==> config.mk <==
export PLATFORM = sky130hd
export DESIGN_NAME = alu_bist_ctrl_flat
export DESIGN_NICKNAME = d
export VERILOG_FILES = /design/src/rtl/alu_bist_ctrl_if.sv /design/src/rtl/alu_bist_ctrl.sv /design/src/flat_wrapper.sv
export SDC_FILE = /design/constraint.sdc
export NUM_CORES = 1
export LEC_CHECK = 0
export BUFFER_PORTS_ARGS = -buffer_cell sky130_fd_sc_hd__buf_2
export CAP_MARGIN = 10
export CELL_PAD_IN_SITES_DETAIL_PLACEMENT = 0
export CELL_PAD_IN_SITES_GLOBAL_PLACEMENT = 1
export CORE_MARGIN = 2
export CORE_UTILIZATION = 39
export DETAILED_ROUTE_END_ITERATION = 7
export PLACE_DENSITY_LB_ADDON = 0.1
export REMOVE_ABC_BUFFERS = 1
export SETUP_SLACK_MARGIN = 0.05
export SLEW_MARGIN = 15
export SYNTH_ARGS = -nofsm -noshare
export SYNTH_HDL_FRONTEND = slang
export SYNTH_SLANG_ARGS = --single-unit
==> constraint.sdc <==
create_clock -name clk -period 2.2 [get_ports clk]
set_clock_uncertainty 0.1 [all_clocks]
set_input_delay 0.11 -clock clk [delete_from_list [all_inputs] [get_ports clk]]
set_output_delay 0.11 -clock clk [all_outputs]
set_load 0.01 [all_outputs]
==> src/rtl/alu_bist_ctrl_if.sv <==
// ALU-side bus between the BIST driver and the 8-bit registered ALU under test.
// Latency: none (wires only); the ALU itself adds ALU_LATENCY edges.
// Backpressure: none; the ALU accepts one instruction per clock unconditionally.
interface alu_bist_ctrl_if;
  logic [3:0] instruction;
  logic [7:0] inputA;
  logic [7:0] inputB;
  logic [7:0] alu_out;

  // BIST driver side: drives the ALU inputs and observes its result
  modport master (
    output instruction,
    output inputA,
    output inputB,
    input  alu_out
  );

  // ALU side
  modport slave (
    input  instruction,
    input  inputA,
    input  inputB,
    output alu_out
  );
endinterface

==> src/rtl/alu_bist_ctrl.sv <==
// BIST driver for the 8-bit ALU: LFSR patterns out, MISR-compacted results in, golden compare.
// Latency: pattern 0 after the start edge; done after start edge + NUM_PATTERNS + ALU_LATENCY.
// Backpressure: none; one pattern per clock, start ignored while busy.
// Optional feature macro ALU_BIST_SEED_EN adds a run-time seed_in port replacing SEED.
module alu_bist_ctrl #(
  parameter int unsigned NUM_PATTERNS = 16,
  parameter logic [15:0] SEED         = 16'hACE1,
  parameter logic [15:0] GOLDEN_SIG   = 16'h0000,
  parameter int unsigned ALU_LATENCY  = 2
) (
  input  logic                   clk,
  input  logic                   reset,
  input  logic                   start,
`ifdef ALU_BIST_SEED_EN
  input  logic [15:0]            seed_in,
`endif
  alu_bist_ctrl_if.master        alu,
  output logic                   busy,
  output logic                   done,
  output logic                   pass,
  output logic [15:0]            signature
);

  typedef enum logic [1:0] {IDLE, RUN, DRAIN, DONE} state_t;

  localparam logic [15:0] LAST_IDX = 16'(NUM_PATTERNS);
  localparam logic [15:0] CAP_LAST = 16'(NUM_PATTERNS - 1);

  state_t               state_q;
  logic [15:0]          lfsr_q;     // state for the NEXT pattern to be driven
  logic [15:0]          idx_q;      // index of the next pattern to be driven
  logic [15:0]          cap_cnt_q;  // captures absorbed so far in this run
  logic [15:0]          misr_q;
  logic [ALU_LATENCY:0] vld_q;      // one bit per in-flight pattern
  logic [3:0]           ins_q;
  logic [7:0]           a_q;
  logic [7:0]           b_q;
  logic                 busy_q;
  logic                 done_q;
  logic                 pass_q;

  logic [15:0]          seed_raw;
  logic [15:0]          seed_d;
  logic [15:0]          lfsr_d;
  logic [15:0]          misr_d;
  logic                 capture;
  logic                 last_cap;

  function automatic logic [15:0] lfsr_step(input logic [15:0] s);
    return {s[14:0], s[15] ^ s[13] ^ s[12] ^ s[10]};
  endfunction

  // seed selection with lock-up guard, next LFSR/MISR values, capture strobe
  always_comb begin
`ifdef ALU_BIST_SEED_EN
    seed_raw = seed_in;
`else
    seed_raw = SEED;
`endif
    seed_d   = (seed_raw == 16'h0000) ? 16'h0001 : seed_raw;
    lfsr_d   = lfsr_step(lfsr_q);
    misr_d   = lfsr_step(misr_q) ^ {8'h00, alu.alu_out};
    capture  = vld_q[ALU_LATENCY];
    last_cap = capture && (cap_cnt_q == CAP_LAST);
  end

  // run FSM: pattern generation, valid tracking, MISR compaction and verdict
  always_ff @(posedge clk) begin
    if (reset) begin
      state_q   <= IDLE;
      lfsr_q    <= '0;
      idx_q     <= '0;
      cap_cnt_q <= '0;
      misr_q    <= '0;
      vld_q     <= '0;
      ins_q     <= '0;
      a_q       <= '0;
      b_q       <= '0;
      busy_q    <= 1'b0;
      done_q    <= 1'b0;
      pass_q    <= 1'b0;
    end else begin
      for (int j = ALU_LATENCY; j > 0; j--) vld_q[j] <= vld_q[j-1];
      vld_q[0] <= 1'b0;

      if (capture) begin
        misr_q    <= misr_d;
        cap_cnt_q <= cap_cnt_q + 16'd1;
      end

      case (state_q)
        IDLE, DONE: begin
          if (start) begin
            state_q   <= RUN;
            a_q       <= seed_d[7:0];
            b_q       <= seed_d[15:8];
            ins_q     <= 4'd0;
            lfsr_q    <= lfsr_step(seed_d);
            idx_q     <= 16'd1;
            cap_cnt_q <= '0;
            misr_q    <= '0;
            vld_q[0]  <= 1'b1;
            busy_q    <= 1'b1;
            done_q    <= 1'b0;
            pass_q    <= 1'b0;
          end
        end
        RUN: begin
          if (idx_q == LAST_IDX) begin
            a_q     <= '0;
            b_q     <= '0;
            ins_q   <= '0;
            state_q <= DRAIN;
          end else begin
            a_q      <= lfsr_q[7:0];
            b_q      <= lfsr_q[15:8];
            ins_q    <= idx_q[3:0];
            lfsr_q   <= lfsr_d;
            idx_q    <= idx_q + 16'd1;
            vld_q[0] <= 1'b1;
          end
        end
        default: ;
      endcase

      // the final capture closes the run regardless of how RUN/DRAIN overlap
      if (last_cap && (state_q == RUN || state_q == DRAIN)) begin
        state_q <= DONE;
        busy_q  <= 1'b0;
        done_q  <= 1'b1;
        pass_q  <= (misr_d == GOLDEN_SIG);
      end
    end
  end

  assign alu.instruction = ins_q;
  assign alu.inputA      = a_q;
  assign alu.inputB      = b_q;
  assign busy            = busy_q;
  assign done            = done_q;
  assign pass            = pass_q;
  assign signature       = misr_q;

endmodule

==> src/flat_wrapper.sv <==
// flat-port wrapper written by rule: the top's interface ports become plain ports
module alu_bist_ctrl_flat 
#(
  parameter int unsigned NUM_PATTERNS = 16,
  parameter logic [15:0] SEED         = 16'hACE1,
  parameter logic [15:0] GOLDEN_SIG   = 16'h0000,
  parameter int unsigned ALU_LATENCY  = 2
)
  (clk, reset, start, busy, done, pass, signature, alu_instruction, alu_inputA, alu_inputB, alu_alu_out);
  alu_bist_ctrl_if alu_i ();
  input  logic clk;
  input  logic reset;
  input  logic start;
  output logic busy;
  output logic done;
  output logic pass;
  output logic [15:0] signature;
  output wire logic [$bits(alu_i.instruction)-1:0] alu_instruction;
  output wire logic [$bits(alu_i.inputA)-1:0] alu_inputA;
  output wire logic [$bits(alu_i.inputB)-1:0] alu_inputB;
  input wire logic [$bits(alu_i.alu_out)-1:0] alu_alu_out;
  assign alu_instruction = alu_i.instruction;
  assign alu_inputA = alu_i.inputA;
  assign alu_inputB = alu_i.inputB;
  assign alu_i.alu_out = alu_alu_out;
  alu_bist_ctrl #(.NUM_PATTERNS(NUM_PATTERNS), .SEED(SEED), .GOLDEN_SIG(GOLDEN_SIG), .ALU_LATENCY(ALU_LATENCY)) u_core (.clk(clk), .reset(reset), .start(start), .alu(alu_i), .busy(busy), .done(done), .pass(pass), .signature(signature));
endmodule
==> results.toml <==
[floorplanning]
fp.dieH_um = 103
io_pins = 50
dieArea_sq_um = 10500
die_width_um = 103
rows = 36
initial_core_util_pct = 39.6
coreArea_sq_um = 9590

[timing]
setup_viol = 0
hold_viol = 0
period_minus_slack_ns = 2.05
final.period_utilization_pct = 93.3
rsz0062_at_grt = "false"
maxSlewHeadroom_pct = 65.7
max_freq_mhz = 487
fin_hold_ws_ns = 0.0359
tightestPinTransition_ns = 0.507
drv_slew = 0

[critical_path]
required_ns = 2.37
path_cells = "inv_1, ha_4, buf_4, or4_1, or4_1, o32ai_1"
cp-end-kind = "register"
slowest_delay_ns = 0.50
critPathMostFrequentCell = "or4_1"
crit_slowest_cell = "or4_1"
startpoint_type = "register"
cp.arrival_ns = 2.22
reg2reg_slack_ns = 0.15
critPathMaxFanout = 5
crit_type = "reg -> reg"

[detailed_routing]
wl_per_cell_um = 13.6
totalWireLength_um = 8500
vias_per_cell = 5.17
vias = 3230
antenna_left = 0
drt-pass1-iter-count = 4
remaining_drc_errors = 0
initialDrtViolationCount = 93

[final_layout]
antenna_cells = 0
layout.nets = 503
drive_gt1_share_pct = 19.9
multi_input_area_sq_um = 1840
nFillCells = 966
regArea_sq_um = 1840
utilization_pct = 47.9
syn2layout_area_growth_pct = 20.9
fin_cells = 625

[grt]
grt.met1_usage_pct = 23.7
grt.total_usage_pct = 16.8
gr-usage-met3_pct = 3.73
grt_pass1_wl_um = 13900
grt_start_max_net_pins = 35
overflow = 0
grt_util_met2_pct = 25.2
grt_pass1_vias = 2945
antenna_found_initial = 0
grt_busiest_layer = "met2"

[synth]
synthFlopType = "dfxtp_1"
yosys_register_bits = 92
syn_inst = 421
synth_cell_types = 41
async_reset_ff_share_pct = 0
synth_edf_count = 0
yosysSeqAreaShare_pct = 48.5
yosysWarnings = 0
syn_area_sq_um = 3800
synth.avg_cell_area_sq_um = 9.02

[placement]
io_buffer_count = 49
dp_hpwl_um = 5840
place_inst = 601
routabilityCongestion = 0.790

[cts]
clk_pin_slew_ns = 0.09
cts_tree = "done"
clock_sinks = 92
cts_buffers = 9
cts_buffer_depth = 2
cts_root_buf = "clkbuf_8"
clk_latency_ns = 0.36
cts.htree.levels = 3
cts_setup_buffers = 0

[power_and_ir_drop]
vdd_drop_max_mv = 0.338
p_per_area_nw_per_um2 = 724
p_leak_nw = 1.72

[min_path]
hp-class = "in -> reg"

[status]
outcome = "complete, no violations"

[flow_run]
cap_violations = 0
per-layer routing:
layer | share of wire (%) | vias up
li1 | - | 1648
met1 | 50 | 1506
met2 | 45 | 65
met3 | 4.0 | 11
met4 | 1.4 | 0
met5 | 0 | -
worst max-delay path, delay by kind of cell (launching register included):
family,cells,cell delay (ns)
AOI/OAI and AO/OA,1,0.13
adders and majority gates,1,0.26
buffers and inverters,2,0.22
DFF,1,0.34
and+or+nand+nor,2,0.92
path summary, 6_finish.rpt:
path | endpoint | cells after the start | from
worst max-delay path | u_core.pass$_SDFFE_PP0P_ | 6 | u_core.state_q[0]$_SDFFE_PP0P_
worst min-delay path | u_core.busy$_SDFFE_PP0P_ | 3 | start
worst max register to register | u_core.pass$_SDFFE_PP0P_ | 6 | u_core.state_q[0]$_SDFFE_PP0P_
worst min register to register | u_core.vld_q[2]$_SDFF_PP0_ | 1 | u_core.vld_q[1]$_SDFF_PP0_
synth_stat cells (all sizes together), types with 2 or more instances:
cell type  count  area, sq um
a32oi          2         17.5
nand2         22         82.6
mux2i         11          110
a211oi         8         60.1
a21oi         46          230
nor3           3         15.0
nor2b          4         25.0
clkbuf        18         67.6
or3            8         50.1
o21ai         25          125
ha             5         62.6
or4            7         52.6
nor2          45          169
xor2          15          131
and2           3         18.8
a22oi          2         15.0
buf            7         31.3
and3           2         12.5
xnor2         13          114
a31oi          4         25.0
nor4b          3         26.3
o31ai          4         30.0
nor4           4         25.0
and4           7         61.3
inv            8         30.0
dfxtp         92         1840
nand3         22          110
nand4         16          100
o221a          6         67.6
or2            2         12.5
cell usage in the layout, fill, tap and decap left out, types with 13 or more instances in the layout:
| master | count |
|---|---|
| dfxtp_1 | 92 |
| nand3_1 | 22 |
| nand4_1 | 16 |
| xnor2_1 | 13 |
| buf_4 | 22 |
| o21ai_0 | 19 |
| buf_2 | 49 |
| xor2_1 | 15 |
| nor2_1 | 45 |
| nand2_1 | 22 |
| a21oi_1 | 46 |
registers in the layout, summed over array words and instances, names as in the netlist:
signal,count
u_core.alu.inputA,8
u_core.signature,16
u_core.busy,1
u_core.vld_q,3
u_core.idx_q,16
u_core.state_q,2
u_core.cap_cnt_q,16
u_core.lfsr_q,16
u_core.alu.instruction,4
u_core.pass,1
u_core.done,1
u_core.alu.inputB,8
where the power goes:
group	internal [mW]	switching [mW]	leakage [nW]
sequential	1.73	0.0398	0.747
combinational	0.176	0.225	0.878
clock	0.531	0.622	0.0958
logic make-up after synthesis:
logic type,count (synthesis),synth area share [%]
simple gates,149,20.2
compound gates,101,15.9
flops,92,48.5
buf+inv,33,3.39
xor+xnor,29,7.15
mux,12,3.20
fa+ha+maj,5,1.65
final cells by class:
type / count / share of cell area [%]
clock inverters: 7 / 1.66
repair buffers: 80 / 11.1
multi-input cells: 296 / 40.1
well taps: 133 / 3.62
flip-flops and latches: 92 / 40.1
clock buffers: 9 / 2.70
inverters: 8 / 0.654
stage by stage:
stage          instance area, sq um  power (mW)  worst slack (ns)  TNS (ns)
6_report                       4590        3.32             0.148         0
5_1_grt                        4590        3.49            0.0600         0
4_1_cts                        4580        3.36            0.0543         0
3_5_place_dp                   4300        2.20             0.111         0
3_3_place_gp                   4300        2.19             0.132         0
2_1_floorplan                  3700        2.02            -0.462     -6.35
timing repair:
item	in CTS	in global routing
hold endpoints to repair	8	0
endpoints found under the setup margin	0	8
resized for setup	0	1
hold buffers	8	0
(Power assumes the default switching activity.)
